File: config.mk
export PLATFORM = sky130hd
export DESIGN_NAME = keypoint_coord_fifo
export DESIGN_NICKNAME = d
export VERILOG_FILES = /design/src/rtl/keypoint_coord_fifo.sv
export SDC_FILE = /design/constraint.sdc
export NUM_CORES = 1
export LEC_CHECK = 0
export CORE_ASPECT_RATIO = 1.25
export CORE_UTILIZATION = 35
export DETAILED_ROUTE_END_ITERATION = 8
export PLACE_DENSITY = 0.6
export SLEW_MARGIN = 20
export SYNTH_ARGS = -nofsm -noshare
export SYNTH_HDL_FRONTEND = slang
export SYNTH_SLANG_ARGS = --single-unit
export TNS_END_PERCENT = 20
File: constraint.sdc
create_clock -name clk -period 5.2 [get_ports clk]
set_input_delay 0.52 -clock clk [delete_from_list [all_inputs] [get_ports clk]]
set_output_delay 0.52 -clock clk [all_outputs]
set_load 0.1 [all_outputs]
File: src/rtl/keypoint_coord_fifo.sv
// Border/cap filter for centre-aligned corner flags, feeding a 16-deep FWFT coordinate FIFO.
// Write-to-kp_valid latency 1; a write into a full FIFO is dropped unless a read happens in the same cycle.
module keypoint_coord_fifo #(
  parameter int IMG_WIDTH  = 640,
  parameter int IMG_HEIGHT = 480,
  parameter int COL_W      = 10,
  parameter int ROW_W      = 9,
  parameter int BORDER     = 18,
  parameter int DEPTH      = 16,
  parameter int ADDR_W     = 4,
  parameter int MAX_KP     = 500,
  parameter int KPC_W      = 10
) (
  input  logic             clk,
  input  logic             rst,
  input  logic             ena,
  input  logic             sof,
  input  logic             delayCorner,
  output logic             kp_valid,
  input  logic             kp_ready,
  output logic [COL_W-1:0] kp_col,
  output logic [ROW_W-1:0] kp_row,
  output logic [KPC_W-1:0] kp_count,
  output logic [7:0]       drop_cnt,
  output logic             overflow,
  output logic             frame_done
);

  localparam logic [COL_W-1:0] COL_LAST = COL_W'(IMG_WIDTH - 1);
  localparam logic [ROW_W-1:0] ROW_LAST = ROW_W'(IMG_HEIGHT - 1);
  localparam logic [COL_W-1:0] COL_LO   = COL_W'(BORDER);
  localparam logic [COL_W-1:0] COL_HI   = COL_W'(IMG_WIDTH - 1 - BORDER);
  localparam logic [ROW_W-1:0] ROW_LO   = ROW_W'(BORDER);
  localparam logic [ROW_W-1:0] ROW_HI   = ROW_W'(IMG_HEIGHT - 1 - BORDER);
  localparam logic [KPC_W-1:0] KP_MAX   = KPC_W'(MAX_KP);

  logic [ROW_W-1:0] row_q, row_d, cur_row;
  logic [COL_W-1:0] col_q, col_d, cur_col;
  logic [KPC_W-1:0] kp_count_q, kp_count_d, kp_base;
  logic [7:0]       drop_cnt_q, drop_cnt_d, drop_base;
  logic             overflow_q, overflow_d;
  logic             frame_done_q, frame_done_d;

  logic [ADDR_W:0]          wr_ptr_q, wr_ptr_d, rd_ptr_q, rd_ptr_d;
  logic [ROW_W+COL_W-1:0]   mem_q [DEPTH];

  logic frame_start, in_border, has_room, accept;
  logic fifo_empty, fifo_full, rd_en, wr_en, drop;

  // sof overrides the counters so the flagged pixel is always (0,0)
  assign frame_start = ena & sof;
  assign cur_row     = frame_start ? '0 : row_q;
  assign cur_col     = frame_start ? '0 : col_q;
  assign kp_base     = frame_start ? '0 : kp_count_q;
  assign drop_base   = frame_start ? '0 : drop_cnt_q;

  assign in_border = (cur_row >= ROW_LO) && (cur_row <= ROW_HI) &&
                     (cur_col >= COL_LO) && (cur_col <= COL_HI);
  assign has_room  = kp_base < KP_MAX;
  assign accept    = ena & delayCorner & in_border & has_room;

  assign fifo_empty = (wr_ptr_q == rd_ptr_q);
  assign fifo_full  = (wr_ptr_q[ADDR_W] != rd_ptr_q[ADDR_W]) &&
                      (wr_ptr_q[ADDR_W-1:0] == rd_ptr_q[ADDR_W-1:0]);
  assign rd_en      = ~fifo_empty & kp_ready;
  assign wr_en      = accept & (~fifo_full | rd_en);
  assign drop       = accept & fifo_full & ~rd_en;

  always_comb begin
    row_d        = row_q;
    col_d        = col_q;
    frame_done_d = 1'b0;
    if (ena) begin
      if (cur_col == COL_LAST) begin
        col_d = '0;
        if (cur_row == ROW_LAST) begin
          row_d        = '0;
          frame_done_d = 1'b1;
        end else begin
          row_d = cur_row + 1'b1;
        end
      end else begin
        row_d = cur_row;
        col_d = cur_col + 1'b1;
      end
    end
  end

  always_comb begin
    kp_count_d = kp_base + KPC_W'(wr_en);
    drop_cnt_d = drop_base;
    if (drop && (drop_base != 8'hFF)) begin
      drop_cnt_d = drop_base + 8'd1;
    end
    overflow_d = (frame_start ? 1'b0 : overflow_q) | drop;
    wr_ptr_d   = wr_ptr_q + (ADDR_W+1)'(wr_en);
    rd_ptr_d   = rd_ptr_q + (ADDR_W+1)'(rd_en);
  end

  always_ff @(posedge clk) begin
    if (rst) begin
      row_q        <= '0;
      col_q        <= '0;
      kp_count_q   <= '0;
      drop_cnt_q   <= '0;
      overflow_q   <= 1'b0;
      frame_done_q <= 1'b0;
      wr_ptr_q     <= '0;
      rd_ptr_q     <= '0;
    end else begin
      row_q        <= row_d;
      col_q        <= col_d;
      kp_count_q   <= kp_count_d;
      drop_cnt_q   <= drop_cnt_d;
      overflow_q   <= overflow_d;
      frame_done_q <= frame_done_d;
      wr_ptr_q     <= wr_ptr_d;
      rd_ptr_q     <= rd_ptr_d;
    end
  end

  // Storage needs no reset: the head is masked while the FIFO is empty
  always_ff @(posedge clk) begin
    if (wr_en && !rst) begin
      mem_q[wr_ptr_q[ADDR_W-1:0]] <= {cur_row, cur_col};
    end
  end

  assign kp_valid   = ~fifo_empty;
  assign kp_row     = fifo_empty ? '0 : mem_q[rd_ptr_q[ADDR_W-1:0]][ROW_W+COL_W-1:COL_W];
  assign kp_col     = fifo_empty ? '0 : mem_q[rd_ptr_q[ADDR_W-1:0]][COL_W-1:0];
  assign kp_count   = kp_count_q;
  assign drop_cnt   = drop_cnt_q;
  assign overflow   = overflow_q;
  assign frame_done = frame_done_q;

endmodule

# ---- After elaboration in Yosys (flattened, before gate mapping)
# Memories as Yosys holds them, arrays and structs flattened. A register that Yosys moved wholly into a read port is not among the register bits.
# Index checks and enable logic that the tools add are counted.
dict set report classes {
  reduce_logical 8
  n_eq_ne 6
  mux 15
  add_sub_neg 6
  order_cmp 5
  bitwise 15
}
# cell count
set op_table {}
lappend op_table {{$mux W10} 4}
lappend op_table {{$mux W9} 4}
lappend op_table {{$mux W8} 2}
lappend op_table {{$add A10 B1 Y10} 1}
lappend op_table {{$add A10 B1 Y10 const B} 1}
lappend op_table {{$add A5 B1 Y5} 2}
lappend op_table {{$eq A10 B10 Y1 const B} 1}
lappend op_table {{$ge A10 B5 Y1 const B} 1}
lappend op_table {{$le A10 B10 Y1 const B} 1}
lappend op_table {{$lt A10 B9 Y1 const B} 1}
lappend op_table {{$add A9 B1 Y9 const B} 1}
lappend op_table {{$eq A9 B9 Y1 const B} 1}
lappend op_table {{$ge A9 B5 Y1 const B} 1}
lappend op_table {{$le A9 B9 Y1 const B} 1}
lappend op_table {{$add A8 B1 Y8 const B} 1}
lappend op_table {{$and A1 B1 Y1} 8}
lappend op_table {{$ne A8 B8 Y1 const B} 1}
lappend op_table {{$logic_and A1 B1 Y1} 6}
lappend op_table {{$eq A5 B5 Y1} 1}
lappend op_table {{$not A1 Y1} 5}
lappend op_table {{$eq A4 B4 Y1} 1}
lappend op_table {{$mux W1} 4}
lappend op_table {{$mux W4} 1}
lappend op_table {{$reduce_or A3 Y1} 1}
lappend op_table {{3 further kinds} 4}
dict set report totals {
  mem_count 1
  inputBits 6
  ramBits 304
  ff_bits 49
  output_inout_bits 40
}
# memory depth width read_ports rd_clocked_by_memory_dff wr line_no
set memory_table {}
lappend memory_table {mem_q 16 19 1 1 1 45} ;# logic [ROW_W+COL_W-1:0] mem_q [DEPTH];

# ---- Depth between registers and ports, before layout
# Gate-level depths: netlist (run 1).
dict set report logic_depth {
  depth_word 12
  ltp_mapped 21
}

# ---- Least setup slack after synthesis (run 1)
# No wires, ideal clock.
dict set report synth_timing {
  path_type {input to register}
  start {input sof}
  end {memory mem_q[12][0] in the netlist's numbering, enable pin}
  required_ns 4.756
  path_stages 14
  arrival_time_ns 4.830
  path_slack_ns -0.074
  setup_ns 0.444
  path_cell_list {buf_4 -> nand2_1 -> buf_2 -> clkbuf_1 -> clkbuf_1 -> nand2_1 -> inv_1 -> ha_1 -> o41ai_1 -> and3_1 -> a211oi_2 -> nand3b_2 -> buf_2 -> nor4_1}
}
dict set report synth_between {
  word_cells_on_any_way 18
}
# element line_no
set synth_lines {}
lappend synth_lines {{start: declaration} 17} ;# input logic sof,
lappend synth_lines {{$and A1 B1 Y1 *} 51} ;# assign frame_start = ena & sof;
lappend synth_lines {{$mux W10 *} 53} ;# assign cur_col = frame_start ? '0 : col_q;
lappend synth_lines {{net cur_col[1]} 38} ;# logic [COL_W-1:0] col_q, col_d, cur_col;
lappend synth_lines {{$ge A10 B5 Y1} 58} ;# (cur_col >= COL_LO) && (cur_col <= COL_HI);
lappend synth_lines {{$logic_and A1 B1 Y1} 57} ;# assign in_border = (cur_row >= ROW_LO) && (cur_row <= ROW_HI) &&
lappend synth_lines {{$logic_and A1 B1 Y1 *} 58}
lappend synth_lines {{$and A1 B1 Y1 * (2 in a row)} 60} ;# assign accept = ena & delayCorner & in_border & has_room;
lappend synth_lines {{$and A1 B1 Y1 *} 66} ;# assign wr_en = accept & (~fifo_full | rd_en);
lappend synth_lines {{$logic_and A1 B1 Y1 *} 124} ;# if (wr_en && !rst) begin
lappend synth_lines {{$mux W1 *} 124}
lappend synth_lines {{$mux W1 (not written as such) *} 125} ;# mem_q[wr_ptr_q[ADDR_W-1:0]] <= {cur_row, cur_col};
lappend synth_lines {{end: declaration} 45}
# Mark *: on every way through the listed nets, which the timed path passes. The rest lies on a longest branch.

# ---- Worst setup path in the final report (run 1)
dict set report layout_timing {
  start {input sof}
  end {register kp_count_q[8] (netlist: kp_count[8])}
}
dict set report layout_between {
  elab_chain_cells 10
  word_cells_on_any_way 16
}
# element line_no
set layout_lines {}
lappend layout_lines {{$and A1 B1 Y1 *} 51}
lappend layout_lines {{$mux W9 *} 52} ;# assign cur_row = frame_start ? '0 : row_q;
lappend layout_lines {{net cur_row[1]} 37} ;# logic [ROW_W-1:0] row_q, row_d, cur_row;
lappend layout_lines {{$ge A9 B5 Y1 / $le A9 B9 Y1 (equally long branches)} 57}
lappend layout_lines {{$logic_and A1 B1 Y1 * (2 in a row)} 57}
lappend layout_lines {{$logic_and A1 B1 Y1 *} 58}
lappend layout_lines {{$and A1 B1 Y1 * (2 in a row)} 60}
lappend layout_lines {{$and A1 B1 Y1 *} 66}
lappend layout_lines {{$add A10 B1 Y10 *} 90} ;# kp_count_d = kp_base + KPC_W'(wr_en);
lappend layout_lines {{end signal: assignment} 113} ;# kp_count_q <= kp_count_d;
lappend layout_lines {{end: declaration} 39} ;# logic [KPC_W-1:0] kp_count_q, kp_count_d, kp_base;
# Marks and branches as above.
# A chain may end at the register's enable or synchronous reset.

==> results of run 1 <==
==> sequential cells by signal (all words and copies together), names as in the netlist <==
register and flops:
col_q 10, drop_cnt 8, frame_done 1, kp_count 10
mem_q 304, overflow 1, rd_ptr_q 5, row_q 9
wr_ptr_q 5
==> worst max path at each step <==
stage / endpoint / slack [ps] / depth (start not counted)
after detailed placement: kp_count[8] / 640 / 18
after global routing: kp_count[8] / 770 / 17
final: kp_count[8] / 1150 / 18
after floorplan: mem_q[12][0] / -70 / 14
after global placement: kp_count[8] / 680 / 18
after CTS: kp_count[8] / 1160 / 18
==> critical path, delay by kind of cell <==
| kind | cells | cell delay (ps) |
|---|---|---|
| and+or+nand+nor | 8 | 1840 |
| buffers and inverters | 4 | 960 |
| adders and majority gates | 3 | 590 |
| AOI/OAI and AO/OA | 2 | 370 |
| xor gates and xnor gates | 1 | 140 |
==> area by class of cell <==
cell class                      count  area, um2  area share (%)
Antenna cell                        1       2.50          0.0147
Clock buffer                       41        920            5.39
Clock inverter                     23        297            1.74
Inverter                           12       45.0           0.264
Multi-Input combinational cell    416       4280            25.1
Sequential cell                   353      10100            59.3
Tap cell                          552        691            4.05
Timing Repair Buffer               86        718            4.21
==> Yosys cell counts (3+ instances only) <==
master    count
dfxtp_1      49
buf_12        3
a21o_1        3
a21oi_1      24
ha_1         14
nor2b_1      28
inv_1        11
or2_2         4
xnor2_1      10
edfxtp_1    304
or3_1         3
nand2_1      40
xor2_1        9
buf_2        14
clkbuf_1     26
and3_1        6
o21ai_0      13
buf_6         4
a22oi_1       4
buf_1         3
nand4_1       9
and2_1       22
nand2b_1      6
o31ai_1       5
nor3_1        7
a31oi_1       3
nor4_1       20
and4_1        3
mux4_2       95
nand3_1      26
nor2_1       33
==> where the power goes <==
| group | switching [mW] | internal, mW | total, mW |
|---|---|---|---|
| Sequential | 0.00136 | 3.03 | 3.03 |
| Clock | 1.07 | 1.58 | 2.66 |
| Combinational | 0.0363 | 0.0119 | 0.0482 |
==> cells by family (layout without fill, tap and decap cells) <==
| logic type | count (synthesis) | count (layout) | share of synthesized area (%) |
|---|---|---|---|
| DFF | 353 | 353 | 69.1 |
| and+or+nand+nor | 220 | 220 | 8.44 |
| muxes | 97 | 97 | 14.8 |
| AOI/OAI and AO/OA | 65 | 65 | 2.91 |
| buffers and inverters | 63 | 162 | 2.30 |
| xor gates and xnor gates | 20 | 20 | 1.25 |
| adders and majority gates | 14 | 14 | 1.20 |
| other | 0 | 1 | 0 |
==> routing by layer <==
| layer | GRT usage [%] | vias up |
|---|---|---|
| met1 | 20.6 | 4051 |
| met3 | 2.56 | 30 |
| met5 | 0 | - |
| met2 | 27.2 | 159 |
| met4 | 3.95 | 0 |
| li1 | - | 3459 |
==> summary.txt, run 1 <==
CTS
  • Clk_lat worst skew: 540 ps
  • H-tree depth: 2
  • Root buf cell: clkbuf_16
  • Clk sinks: 353
  • Worst-path clk slew: 60 ps
  • Hold_buf cts: 0
  • CTS tree: yes
  • Post-CTS resize count: 0
  • # Post-CTS Setup Buffers: 0
  • Clock Path Buffers: 3
  • Num CTS Buffers: 35

Timing
  • Final setup margin: 1150 ps
  • Crit path time final: 4050 ps
  • Slew margin rel.: 33.1%
  • Period utilization: 77.9%
  • RSZ-0062 raised after global routing: false
  • Setup Viol. Count Final: 0
  • Final hold slack: 513 ps
  • Final Hold Vio Count: 0
  • Pins Over Slew Limit: 0
  • Setup TNS: 0 ps
  • Actual slew at the worst max-slew pin: 1000 ps
  • Peak Freq: 247 MHz
  • Clk_skew: 36.9 ps

Die
  • Full die area: 42600 um2
  • Initial core utilization: 35.6%
  • Top Ports: 46
  • Die Height: 231 um
  • Die span in x: 185 um
  • Core area: 41100 um2
  • Site Rows: 83

Global routing
  • Largest net degree at the start of global routing: 64
  • Total GRT Usage: 15.7%
  • Initial antenna violation count: 0
  • First-pass GRT wire length: 49900 um
  • Total gr overflow: 0
  • Vias in the first global route: 7994

Power
  • P_leak: 4.64 nW
  • Overall power: 5.74 mW
  • Power Dens Cells: 336 nW/um2
  • Worst VDD drop: 0.213 mV

Critical path
  • CP dominant cell by count: ha_1
  • CP Data Required Time: 5620 ps
  • Highest-delay cell along the critical path: clkdlybuf4s50_1
  • FF-to-FF Start: row_q[0]
  • R2r setup slk: 1720 ps
  • Critical Path Source: sof
  • CP endpoint kind: flip-flop
  • Worst Reg-to-Reg Cells: 16
  • Setup Crit Path Kind: input pin to flip-flop
  • Crit path largest cell delay: 470 ps
  • RR Endpoint: kp_count[8]
  • CP cell instances: clkdlybuf4s50_1 -> nand2_1 -> and2_1 -> buf_4 -> inv_1 -> ha_1 -> nand3b_1 -> a211oi_1 -> a211oi_4 -> nand3b_2 -> inv_1 -> ha_1 -> ha_1 -> nand3_1 -> nor3_1 -> nand3_1 -> xor2_1 -> nor2_1
  • CP Max Fanout: 21
  • CP startpoint kind: input pin
  • Critical path arrival: 4470 ps

Cells and area
  • Final core occ: 41.5%
  • Syn-to-layout area delta: 16.7%
  • Post-route cell area: 17100 um2
  • Final nets: 924
  • Share of layout cells above drive strength 1: 26.5%
  • Layout Cells excl Fill: 1484
  • Commonest non-fill, non-tap cell in the layout: edfxtp_1
  • FILL cells: 3746
  • Most frequent cells in the layout: edfxtp_1 (304), mux4_2 (95), buf_4 (59), dfxtp_1 (46), nand2_1 (40)

Hold path
  • Hold wc startpoint: drop_cnt[6]
  • Worst hold path type: flip-flop to flip-flop
  • Hold depth: 2
  • Hold Path Sink: drop_cnt[6]

Synthesis
  • Cell area after synthesis: 14600 um2
  • Synth Flop Type: edfxtp_1
  • Synth top area cells: edfxtp_1 (62%), mux4_2 (15%), dfxtp_1 (6.7%)
  • Sequential share of the synthesized area: 69.1%
  • Cell variety after synth: 57
  • Syn avg cell area: 17.6 um2
  • Synth Register Bits: 353
  • Fraction of registers with async set/reset: 0%
  • Synthesized netlist cell count: 832
  • YS warnings: 0
  • Number of synthesized flops with an enable pin: 304
  • Synthesized net count: 852
  • Top-area cell type share of the netlist area: 62.4%
  • Biggest area consumer among synthesized cells: edfxtp_1

Drt
  • Met1 Wirelength: 13800 um
  • Vias/cell: 5.19
  • Highest metal used: met4
  • Drt initial violations: 531
  • DR WL/cell: 21.7 um
  • Met3 routed WL: 1250 um
  • WL final: 32200 um
  • Met2 routed WL: 16700 um
  • Drt pass-1 iters: 4
  • Post-route DRC: 0
  • Antenna-violating nets left: 0
  • Routed via count: 7699

Placement
  • Post-DP Area: 15800 um2
  • Gpl congestion: 0.809
  • Hpwl dp: 20700 um
  • Pre-CTS setup slack: 642 ps
  • DP Cell Count: 1419
  • PortBufs: 45

Flow run
  • MaxCap Viol Count: 0

Outcome
  • Outcome: complete, no violations
Power figures use the tool's default switching activity.
==> inputs of run 2 (changes only) <==
Settings changed: PLACE_DENSITY 0.6 to 0.58.
Clock period 5.2 ns to 4 ns, I/O delays scaled along.
==> run 2 against run 1 <==
Net effect:
- clock-buffer cell count grew 1
- setup slack lost 570 ps
- sequential power grew 30%
- routed wire length grew 1.5%
- highest routed layer unchanged
==> summary.txt, run 2 (same netlist as run 1, synthesis figures left out) <==
CTS
  • Root buf cell: clkbuf_16
  • Num CTS Buffers: 36 (+2.9%)
  • Hold_buf cts: 0 (unchanged)
  • Clk sinks: 353 (unchanged)
  • # Post-CTS Setup Buffers: 0 (unchanged)
  • Post-CTS resize count: 0 (unchanged)
  • Clk_lat worst skew: 520 ps (-20 ps)
  • Worst-path clk slew: 60 ps (about the same)
  • Clock Path Buffers: 3 (unchanged)
  • CTS tree: yes
  • H-tree depth: 2 (unchanged)

Cells and area
  • Storage cell area: 10100 um2 (unchanged)
  • Syn-to-layout area delta: 20.4%
  • Commonest non-fill, non-tap cell in the layout: edfxtp_1
  • FILL cells: 3687 (-1.6%)
  • N_diodes: 0 (-1)
  • Final core occ: 42.8% (+1.3 points)
  • Share of layout cells above drive strength 1: 27.4% (+0.89 points)
  • Max reg flops: 304 (unchanged)
  • Layout Cells excl Fill: 1493 (+0.61%)
  • Final nets: 936 (+1.3%)
  • Most frequent cells in the layout: edfxtp_1 (304), mux4_2 (95), buf_4 (50), dfxtp_1 (46), nand2_1 (40)
  • Multi-input gate area: 4420 um2 (+3.2%)
  • Post-route cell area: 17600 um2 (+3.2%)

Timing
  • Clk_skew: 11.5 ps (-25.4 ps)
  • Period utilization: 85.5%
  • Peak Freq: 293 MHz
  • Setup Viol. Count Final: 0 (unchanged)
  • Pins Over Slew Limit: 0 (unchanged)
  • Final hold slack: 329 ps (-185 ps)
  • RSZ-0062 raised after global routing: false
  • Slew margin rel.: 34.8% (+1.7 points)
  • Actual slew at the worst max-slew pin: 975 ps (-28.3 ps)
  • Final Hold Vio Count: 0 (unchanged)
  • Setup TNS: 0 ps (unchanged)
  • Final setup margin: 581 ps (-569 ps)
  • Crit path time final: 3420 ps

Placement
  • DP Cell Count: 1430 (+0.78%)
  • Gpl congestion: 0.854 (+5.5%)
  • Hpwl dp: 21100 um (+1.7%)
  • Pre-CTS setup slack: 405 ps (-237 ps)
  • PortBufs: 45 (unchanged)
  • Post-DP Area: 16300 um2 (+3.0%)

Global routing
  • Largest net degree at the start of global routing: 39 (-39%)
  • Initial antenna violation count: 0 (unchanged)
  • Total GRT Usage: 15.9% (+0.18 points)
  • Vias in the first global route: 7880 (-1.4%)
  • Total gr overflow: 0 (unchanged)
  • First-pass GRT wire length: 50200 um (+0.65%)

Power
  • Overall power: 7.64 mW (+33%)
  • P_leak: 4.87 nW (+4.9%)
  • Worst VDD drop: 0.230 mV (+8.2%)
  • Power Dens Cells: 434 nW/um2 (+29%)

Drt
  • Vias/cell: 5.18 (about the same)
  • Post-route DRC: 0 (unchanged)
  • WL final: 32700 um (+1.5%)
  • Routed via count: 7739 (+0.52%)
  • DR WL/cell: 21.9 um (+0.89%)
  • Drt initial violations: 472 (-11%)
  • Antenna-violating nets left: 0 (unchanged)
  • Drt pass-1 iters: 6 (+2)

Critical path
  • Worst Reg-to-Reg Cells: 15 (-1)
  • Critical path arrival: 3020 ps (-1450 ps)
  • RR Endpoint: kp_count[8]
  • Setup Crit Path Kind: flip-flop to primary output
  • R2r setup slk: 1180 ps (-540 ps)
  • FF-to-FF Start: col_q[1]
  • Crit path to: kp_col[2]
  • Critical Path Source: rd_ptr_q[0]
  • CP Max Fanout: 30 (+43%)
  • CP startpoint kind: flip-flop
  • CP Data Required Time: 3600 ps (-2020 ps)
  • CP endpoint kind: primary output

Die
  • Full die area: 42600 um2 (unchanged)
  • Die span in x: 185 um (unchanged)
  • Core area: 41100 um2 (unchanged)
  • Top Ports: 46 (unchanged)
  • Initial core utilization: 35.6% (unchanged)
  • Site Rows: 83 (unchanged)
  • Die Height: 231 um (unchanged)

Flow run
  • MaxCap Viol Count: 0 (unchanged)

Outcome
  • Outcome: complete, no violations

Hold path
  • Worst hold path type: input pin to flip-flop
## run 2: cell types whose count changed in the layout (fill, tap and decap cells not counted), moves of 2 or more
cell	before	now
nor4_4	1	17
inv_1	11	9
buf_12	1	22
inv_2	0	2
buf_4	59	50
bufinv_16	6	9
nor4_2	17	1
clkinvlp_4	6	2
## run 2: power breakdown
| group | internal (mW) | total [mW] | leakage (nW) | switching (mW) |
|---|---|---|---|---|
| clock | 2.27 | 3.63 | 0.617 | 1.36 |
| sequential | 3.94 | 3.94 | 2.68 | 0.00175 |
| combinational | 0.0174 | 0.0679 | 1.58 | 0.0505 |
## run 2: critical path, cell delays in order (launching register included)
cell	delay, ps
dfxtp_4	760
buf_12	280
mux4_2	560
mux4_2	490
nor2b_1	170
buf_12	200
## run 2: cell type report
type | count | share of cell area (%)
tap | 552 | 3.92
timing repair buffer | 97 | 6.03
clock inverter | 21 | 1.89
clock buffer | 42 | 5.36
sequential | 353 | 57.5
inverter | 12 | 0.256
multi-input combinational | 416 | 25.1
## run 2: worst min path at each step
stage,start,end,cells after the start
2_1_floorplan,row_q[8],row_q[8],2
3_3_place_gp,drop_cnt[6],drop_cnt[6],2
3_5_place_dp,col_q[1],col_q[1],2
4_1_cts,rst,col_q[9],2
5_1_grt,rst,col_q[9],2
6_report,rst,col_q[9],2
## run 2: routing by layer
layer  share of wire, %  wire length, um  vias up  GRT usage, %
met5                  0                0        -             0
met4                1.9              624        0          4.13
met3                4.1             1350       40          2.62
met2                 52            17000      176          27.6
met1                 42            13700     4045          20.6
li1                   -                -     3478             -
==> inputs of run 3 (changes only) <==
Settings changed: SKIP_LAST_GASP set to 1.
==> results of run 3 <==
Same layout as run 2: the final DEF is identical, and so are final timing and power.
